$ cat src/rtl/mem_port_arb.sv
`default_nettype none
// ============================================================================
// Module   : mem_port_arb
// Purpose  : Shares one memory bus master between the instruction-fetch (IM)
//            and data-memory (DM) ports. Each access runs an address phase
//            (req/gnt) then a response phase (rvalid). DM has fixed priority.
// Option   : define MEM_ARB_TIMEOUT_EN to abort transactions that exceed
//            TIMEOUT_CYC cycles and raise a sticky err_o.
// Revision : 1.0 - initial release
// ============================================================================
module mem_port_arb #(
  parameter int ADDR_W      = 32,
  parameter int DATA_W      = 32,
  parameter int WEB_W       = 4,
  parameter int TIMEOUT_CYC = 255
) (
  input  logic              clk,
  input  logic              rst,
  // instruction-fetch port
  input  logic              im_req,
  input  logic [ADDR_W-1:0] im_addr,
  output logic [DATA_W-1:0] im_rdata,
  output logic              im_done,
  output logic              im_stall,
  // data-memory port
  input  logic              dm_rd,
  input  logic              dm_wr,
  input  logic [ADDR_W-1:0] dm_addr,
  input  logic [WEB_W-1:0]  dm_web,
  input  logic [DATA_W-1:0] dm_wdata,
  output logic [DATA_W-1:0] dm_rdata,
  output logic              dm_done,
  output logic              dm_stall,
  // shared bus master
  output logic              m_req,
  output logic              m_wr,
  output logic [ADDR_W-1:0] m_addr,
  output logic [WEB_W-1:0]  m_web,
  output logic [DATA_W-1:0] m_wdata,
  input  logic              m_gnt,
  input  logic              m_rvalid,
  input  logic [DATA_W-1:0] m_rdata,
  output logic              err_o
);

  typedef enum logic [1:0] {
    ST_IDLE = 2'd0,
    ST_ADDR = 2'd1,
    ST_RESP = 2'd2
  } state_t;

  localparam logic OWN_IM = 1'b0;
  localparam logic OWN_DM = 1'b1;

  state_t              state_q, state_d;
  logic                owner_q, owner_d;
  logic                m_wr_q, m_wr_d;
  logic [ADDR_W-1:0]   m_addr_q, m_addr_d;
  logic [WEB_W-1:0]    m_web_q, m_web_d;
  logic [DATA_W-1:0]   m_wdata_q, m_wdata_d;
  logic [DATA_W-1:0]   im_rdata_q, im_rdata_d;
  logic [DATA_W-1:0]   dm_rdata_q, dm_rdata_d;
  logic                im_done_q, im_done_d;
  logic                dm_done_q, dm_done_d;
  logic                complete;

`ifdef MEM_ARB_TIMEOUT_EN
  localparam int                CNT_W    = $clog2(TIMEOUT_CYC + 1);
  localparam logic [CNT_W-1:0]  CNT_LAST = CNT_W'(TIMEOUT_CYC - 1);
  logic [CNT_W-1:0]  cnt_q, cnt_d;
  logic              err_q, err_d;
`endif

  // Next-state, arbitration, completion and (optionally) timeout logic
  always_comb begin
    state_d    = state_q;
    owner_d    = owner_q;
    m_wr_d     = m_wr_q;
    m_addr_d   = m_addr_q;
    m_web_d    = m_web_q;
    m_wdata_d  = m_wdata_q;
    im_rdata_d = im_rdata_q;
    dm_rdata_d = dm_rdata_q;
    im_done_d  = 1'b0;
    dm_done_d  = 1'b0;
    complete   = 1'b0;

    case (state_q)
      ST_IDLE: begin
        // The done cycle is spent idle; a request still present next cycle
        // is a fresh access.
        if (!(im_done_q || dm_done_q)) begin
          if (dm_rd || dm_wr) begin
            owner_d   = OWN_DM;
            m_addr_d  = dm_addr;
            m_wr_d    = dm_wr;             // rd+wr together counts as write
            m_web_d   = dm_wr ? dm_web : {WEB_W{1'b1}};
            m_wdata_d = dm_wdata;
            state_d   = ST_ADDR;
          end else if (im_req) begin
            owner_d   = OWN_IM;
            m_addr_d  = im_addr;
            m_wr_d    = 1'b0;
            m_web_d   = {WEB_W{1'b1}};
            state_d   = ST_ADDR;
          end
        end
      end
      ST_ADDR: begin
        if (m_gnt) begin
          complete = m_rvalid;
          state_d  = m_rvalid ? ST_IDLE : ST_RESP;
        end
      end
      ST_RESP: begin
        if (m_rvalid) begin
          complete = 1'b1;
          state_d  = ST_IDLE;
        end
      end
      default: state_d = ST_IDLE;
    endcase

    if (complete) begin
      if (owner_q == OWN_DM) begin
        dm_done_d = 1'b1;
        if (!m_wr_q) dm_rdata_d = m_rdata;
      end else begin
        im_done_d  = 1'b1;
        im_rdata_d = m_rdata;
      end
    end

`ifdef MEM_ARB_TIMEOUT_EN
    err_d = err_q;
    // Counting from zero in IDLE is the same as clearing on ADDR entry,
    // since ADDR is only reachable from IDLE.
    cnt_d = (state_q == ST_IDLE) ? '0 : cnt_q + 1'b1;
    if ((state_q != ST_IDLE) && !complete && (cnt_q == CNT_LAST)) begin
      state_d = ST_IDLE;
      err_d   = 1'b1;
      if (owner_q == OWN_DM) begin
        dm_done_d = 1'b1;
        if (!m_wr_q) dm_rdata_d = '0;
      end else begin
        im_done_d  = 1'b1;
        im_rdata_d = '0;
      end
    end
`endif
  end

  // State and datapath registers with synchronous active-low reset
  always_ff @(posedge clk) begin
    if (!rst) begin
      state_q    <= ST_IDLE;
      owner_q    <= OWN_IM;
      m_wr_q     <= 1'b0;
      m_addr_q   <= '0;
      m_web_q    <= {WEB_W{1'b1}};
      m_wdata_q  <= '0;
      im_rdata_q <= '0;
      dm_rdata_q <= '0;
      im_done_q  <= 1'b0;
      dm_done_q  <= 1'b0;
`ifdef MEM_ARB_TIMEOUT_EN
      cnt_q      <= '0;
      err_q      <= 1'b0;
`endif
    end else begin
      state_q    <= state_d;
      owner_q    <= owner_d;
      m_wr_q     <= m_wr_d;
      m_addr_q   <= m_addr_d;
      m_web_q    <= m_web_d;
      m_wdata_q  <= m_wdata_d;
      im_rdata_q <= im_rdata_d;
      dm_rdata_q <= dm_rdata_d;
      im_done_q  <= im_done_d;
      dm_done_q  <= dm_done_d;
`ifdef MEM_ARB_TIMEOUT_EN
      cnt_q      <= cnt_d;
      err_q      <= err_d;
`endif
    end
  end

  assign m_req    = (state_q == ST_ADDR);
  assign m_wr     = m_wr_q;
  assign m_addr   = m_addr_q;
  assign m_web    = m_web_q;
  assign m_wdata  = m_wdata_q;
  assign im_rdata = im_rdata_q;
  assign dm_rdata = dm_rdata_q;
  assign im_done  = im_done_q;
  assign dm_done  = dm_done_q;
  assign im_stall = im_req & ~im_done_q;
  assign dm_stall = (dm_rd | dm_wr) & ~dm_done_q;

`ifdef MEM_ARB_TIMEOUT_EN
  assign err_o = err_q;
`else
  assign err_o = 1'b0;
`endif

endmodule
`default_nettype wire

$ cat config.mk
export PLATFORM = sky130hd
export DESIGN_NAME = mem_port_arb
export DESIGN_NICKNAME = d
export VERILOG_FILES = /design/src/rtl/mem_port_arb.sv
export SDC_FILE = /design/constraint.sdc
export NUM_CORES = 1
export LEC_CHECK = 0
export CORE_ASPECT_RATIO = 0.6
export CORE_MARGIN = 2
export CORE_UTILIZATION = 40
export CTS_BUF_LIST = sky130_fd_sc_hd__clkbuf_4 sky130_fd_sc_hd__clkbuf_8
export CTS_CLUSTER_DIAMETER = 50
export CTS_CLUSTER_SIZE = 10
export DETAILED_ROUTE_END_ITERATION = 8
export DONT_BUFFER_PORTS = 1
export SYNTH_ARGS = -nofsm -noshare
export SYNTH_HDL_FRONTEND = slang
export SYNTH_SLANG_ARGS = --single-unit
$ cat constraint.sdc
create_clock -name clk -period 2.6 [get_ports clk]
set_input_delay 0.13 -clock clk [delete_from_list [all_inputs] [get_ports clk]]
set_output_delay 0.13 -clock clk [all_outputs]
set_load 0.05 [all_outputs]
==> flow_summary.json <==
{
  "placed_cells": 815,
  "first_global_vias": 5463,
  "startpoint_type": "register",
  "p_per_area_nw_per_um2": 825,
  "multi_input_area_sq_um": 2560,
  "numPortBuffers": 0,
  "arrival_ps": 2810,
  "r2r_start": "state_q[0]$_SDFFE_PN0P_",
  "start_util_pct": 41.1,
  "hold_viol_final": 0,
  "async_flop_share_pct": 0,
  "postSynthAreaPerCell_sq_um": 8.36,
  "numCtsBuffers": 17,
  "fill_cells": 1265,
  "grt_setup_unrepaired": "no",
  "crit_type": "reg2reg",
  "p_int_uw": 3810,
  "place_area_sq_um": 5720,
  "cts_setup_buffers": 0,
  "die_x_microns": 157,
  "skew_ps": 18.3,
  "synth_cell_types": 36,
  "dp_hpwl_microns": 11400,
  "min_period_over_period_pct": 96.0,
  "min_path_type": "in2reg",
  "dr_total_vias": 5552,
  "die_y_microns": 95.9,
  "synth-main-ff-cell": "dfxtp_1",
  "critPathLaunch": "state_q[0]$_SDFFE_PN0P_",
  "die_area_sq_um": 15100,
  "core-area_sq_um": 13700,
  "track_usage_pct": 23.7,
  "firstDrtPassIters": 5,
  "ys_ff_latch": 138,
  "min_period_ps": 2500,
  "yosysSeqAreaShare_pct": 49.0,
  "grt_max_degree": 73,
  "dp_slack_ps": 581,
  "cts_sinks": 138,
  "slew_viol_final": 0,
  "antenna_found_initial": 0,
  "clk_pin_slew_ps": 80,
  "finalSetupViolCount": 0,
  "vdd_drop_max_mv": 0.369,
  "synth_area_sq_um": 5630,
  "fin_ws_ps": 104,
  "htree_num_levels": 4,
  "drtIter0Drc": 558,
  "cp.buffers_inverters": 4,
  "clock-root-buffer": "clkbuf_8",
  "fin_nets": 925,
  "crit_family": "buffers and inverters",
  "pwr-share-comb_pct": 19.9,
  "wire_per_inst_microns": 18.7,
  "switching_share_pct": 39.1,
  "drive_gt1_share_pct": 7.29,
  "area_delta_synth_final_pct": 34.6,
  "via_per_inst": 5.62,
  "syn-num-nets": 816,
  "worst_slew_pin_slew_ps": 1310,
  "diodes": 0,
  "clock_latency_ps": 430,
  "ant_nets": 0,
  "clockPowerShare_pct": 29.4,
  "gp_congestion": 0.823,
  "io-pin-count": 278,
  "yosysWarningCount": 0,
  "worstPathCellList": "inv_1 -> ha_1 -> or3b_1 -> buf_4 -> nor2_2 -> buf_12 -> a311oi_1 -> dlygate4sd3_1",
  "critical_path.max_fanout": 39,
  "wl_microns": 18500,
  "critPathRequiredTime_ps": 2910,
  "rows": 33,
  "cts_tree": "yes",
  "hp-start": "rst",
  "fin_util_pct": 55.3,
  "critPathSlowestCell": "dlygate4sd3_1",
  "cts_buffer_depth": 2,
  "tns_ps": 0,
  "p_sw_uw": 2440,
  "final_area_sq_um": 7580,
  "seqPwrFrac_pct": 50.7,
  "fmax_ghz": 0.401,
  "setup.worst_path.end_class": "register",
  "grt_overflow": 0,
  "seqCellArea_sq_um": 2760,
  "fin_cells": 988,
  "grt_pass1_wl_microns": 27900,
  "power.leakage_uw": 0.00279,
  "slew_headroom_pct": 12.6,
  "drcViolationCount": 0,
  "syn_inst": 674,
  "synth_edf_count": 0,
  "status": "complete, no violations",
  "drv_cap": 0,
  "cpPeakStageDelay_ps": 610
}
-- repair_timing --
item                                    CTS  global route
hold endpoints to repair                138             0
endpoints found under the setup margin    0            32
gates resized for setup                   0             3
hold buffers                            141             0
-- per-stage QoR --
stage | hold slack (ps) | total power, uW
2_1_floorplan | 266 | 3900
3_3_place_gp | 221 | 4070
3_5_place_dp | 223 | 4110
4_1_cts | 13.0 | 6260
5_1_grt | 30.6 | 6520
6_report | 45.9 | 6250
-- cell families after synthesis --
logic type | after synthesis | synth area share, %
other cells | 1 | 0.0666
fa+ha+maj | 3 | 0.666
mux | 33 | 5.86
simple gates | 220 | 17.4
flops | 138 | 49.0
compound gates | 209 | 21.1
buf+inv | 70 | 5.82
-- power groups by stage --
stage / logic (uW) / clock network [uW] / registers, uW
after floorplan: 731 / 0 / 3170
after detailed placement: 896 / 0 / 3210
after global routing: 1360 / 1980 / 3190
final: 1240 / 1840 / 3170
after CTS: 1200 / 1890 / 3170
after global placement: 855 / 0 / 3210
-- final timing paths --
check | cells past startpoint | slack (ps) | endpoint
worst max register to register | 8 | 100 | m_addr[17]$_SDFFE_PN0P_
worst min register to register | 2 | 490 | state_q[0]$_SDFFE_PN0P_
worst min-delay path | 2 | 50 | m_web[0]$_SDFFE_PN1P_
worst max-delay path | 8 | 100 | m_addr[17]$_SDFFE_PN0P_
-- worst register-to-register path, delay by kind of cell (launching register included) --
kind,cells,cell delay [ps]
adder cells (fa/ha/maj),1,230
AND/OR/NAND/NOR,2,540
buffers and inverters,4,1160
flip-flops,1,330
AO/OA/AOI/OAI,1,140
-- per-layer routing --
layer / track usage [%] / vias up / share of wire, %
met5: 0 / - / 0
met4: 10.8 / 0 / 2.5
met3: 7.29 / 35 / 8.9
met2: 40.8 / 287 / 48
met1: 27.3 / 2636 / 40
li1: - / 2594 / -
-- cells in the final DEF, fill, tap and decap left out, types with 2 or more instances in the layout --
cell type / count
clkinvlp_4: 2
inv_1: 2
dlygate4sd3_1: 140
buf_4: 13
clkinv_4: 4
bufinv_16: 2
o21ai_0: 66
clkbuf_8: 19
mux2i_1: 33
dfxtp_1: 138
nor3b_1: 4
nor3_1: 2
nor2b_1: 3
a311oi_1: 32
ha_1: 3
nand2_1: 134
nand3_1: 64
o21ai_1: 4
buf_12: 3
inv_6: 4
a21oi_1: 102
-- synth_stat cells (2+ instances only) --
cell	number	area, sq um
a21oi_1	102	510
a311oi_1	32	280
buf_2	25	125
buf_4	5	37.5
buf_6	2	22.5
clkbuf_1	34	128
dfxtp_1	138	2760
ha_1	3	37.5
inv_1	2	7.51
mux2i_1	33	330
nand2_1	134	503
nand3_1	64	320
nor2_1	2	7.51
nor2b_1	3	18.8
nor3_1	2	10.0
nor3_2	2	20.0
nor3b_1	4	30.0
o21ai_0	66	330
o21ai_1	4	20.0
-- registers in the layout, indices dropped and copies added, names as in the netlist --
| signal | count |
|---|---|
| owner_q | 1 |
| dm_done | 1 |
| m_wdata | 32 |
| state_q | 2 |
| m_web | 4 |
| m_wr | 1 |
| im_rdata | 32 |
| m_addr | 32 |
| im_done | 1 |
| dm_rdata | 32 |
-- area by class of cell --
class	instances	area share, %
Sequential cell	138	36.4
Multi-Input combinational cell	466	33.8
Timing Repair Buffer	157	20.9
Clock buffer	19	3.45
Tap cell	192	3.17
Clock inverter	13	2.06
Inverter	3	0.165
(Power assumes the default switching activity.)
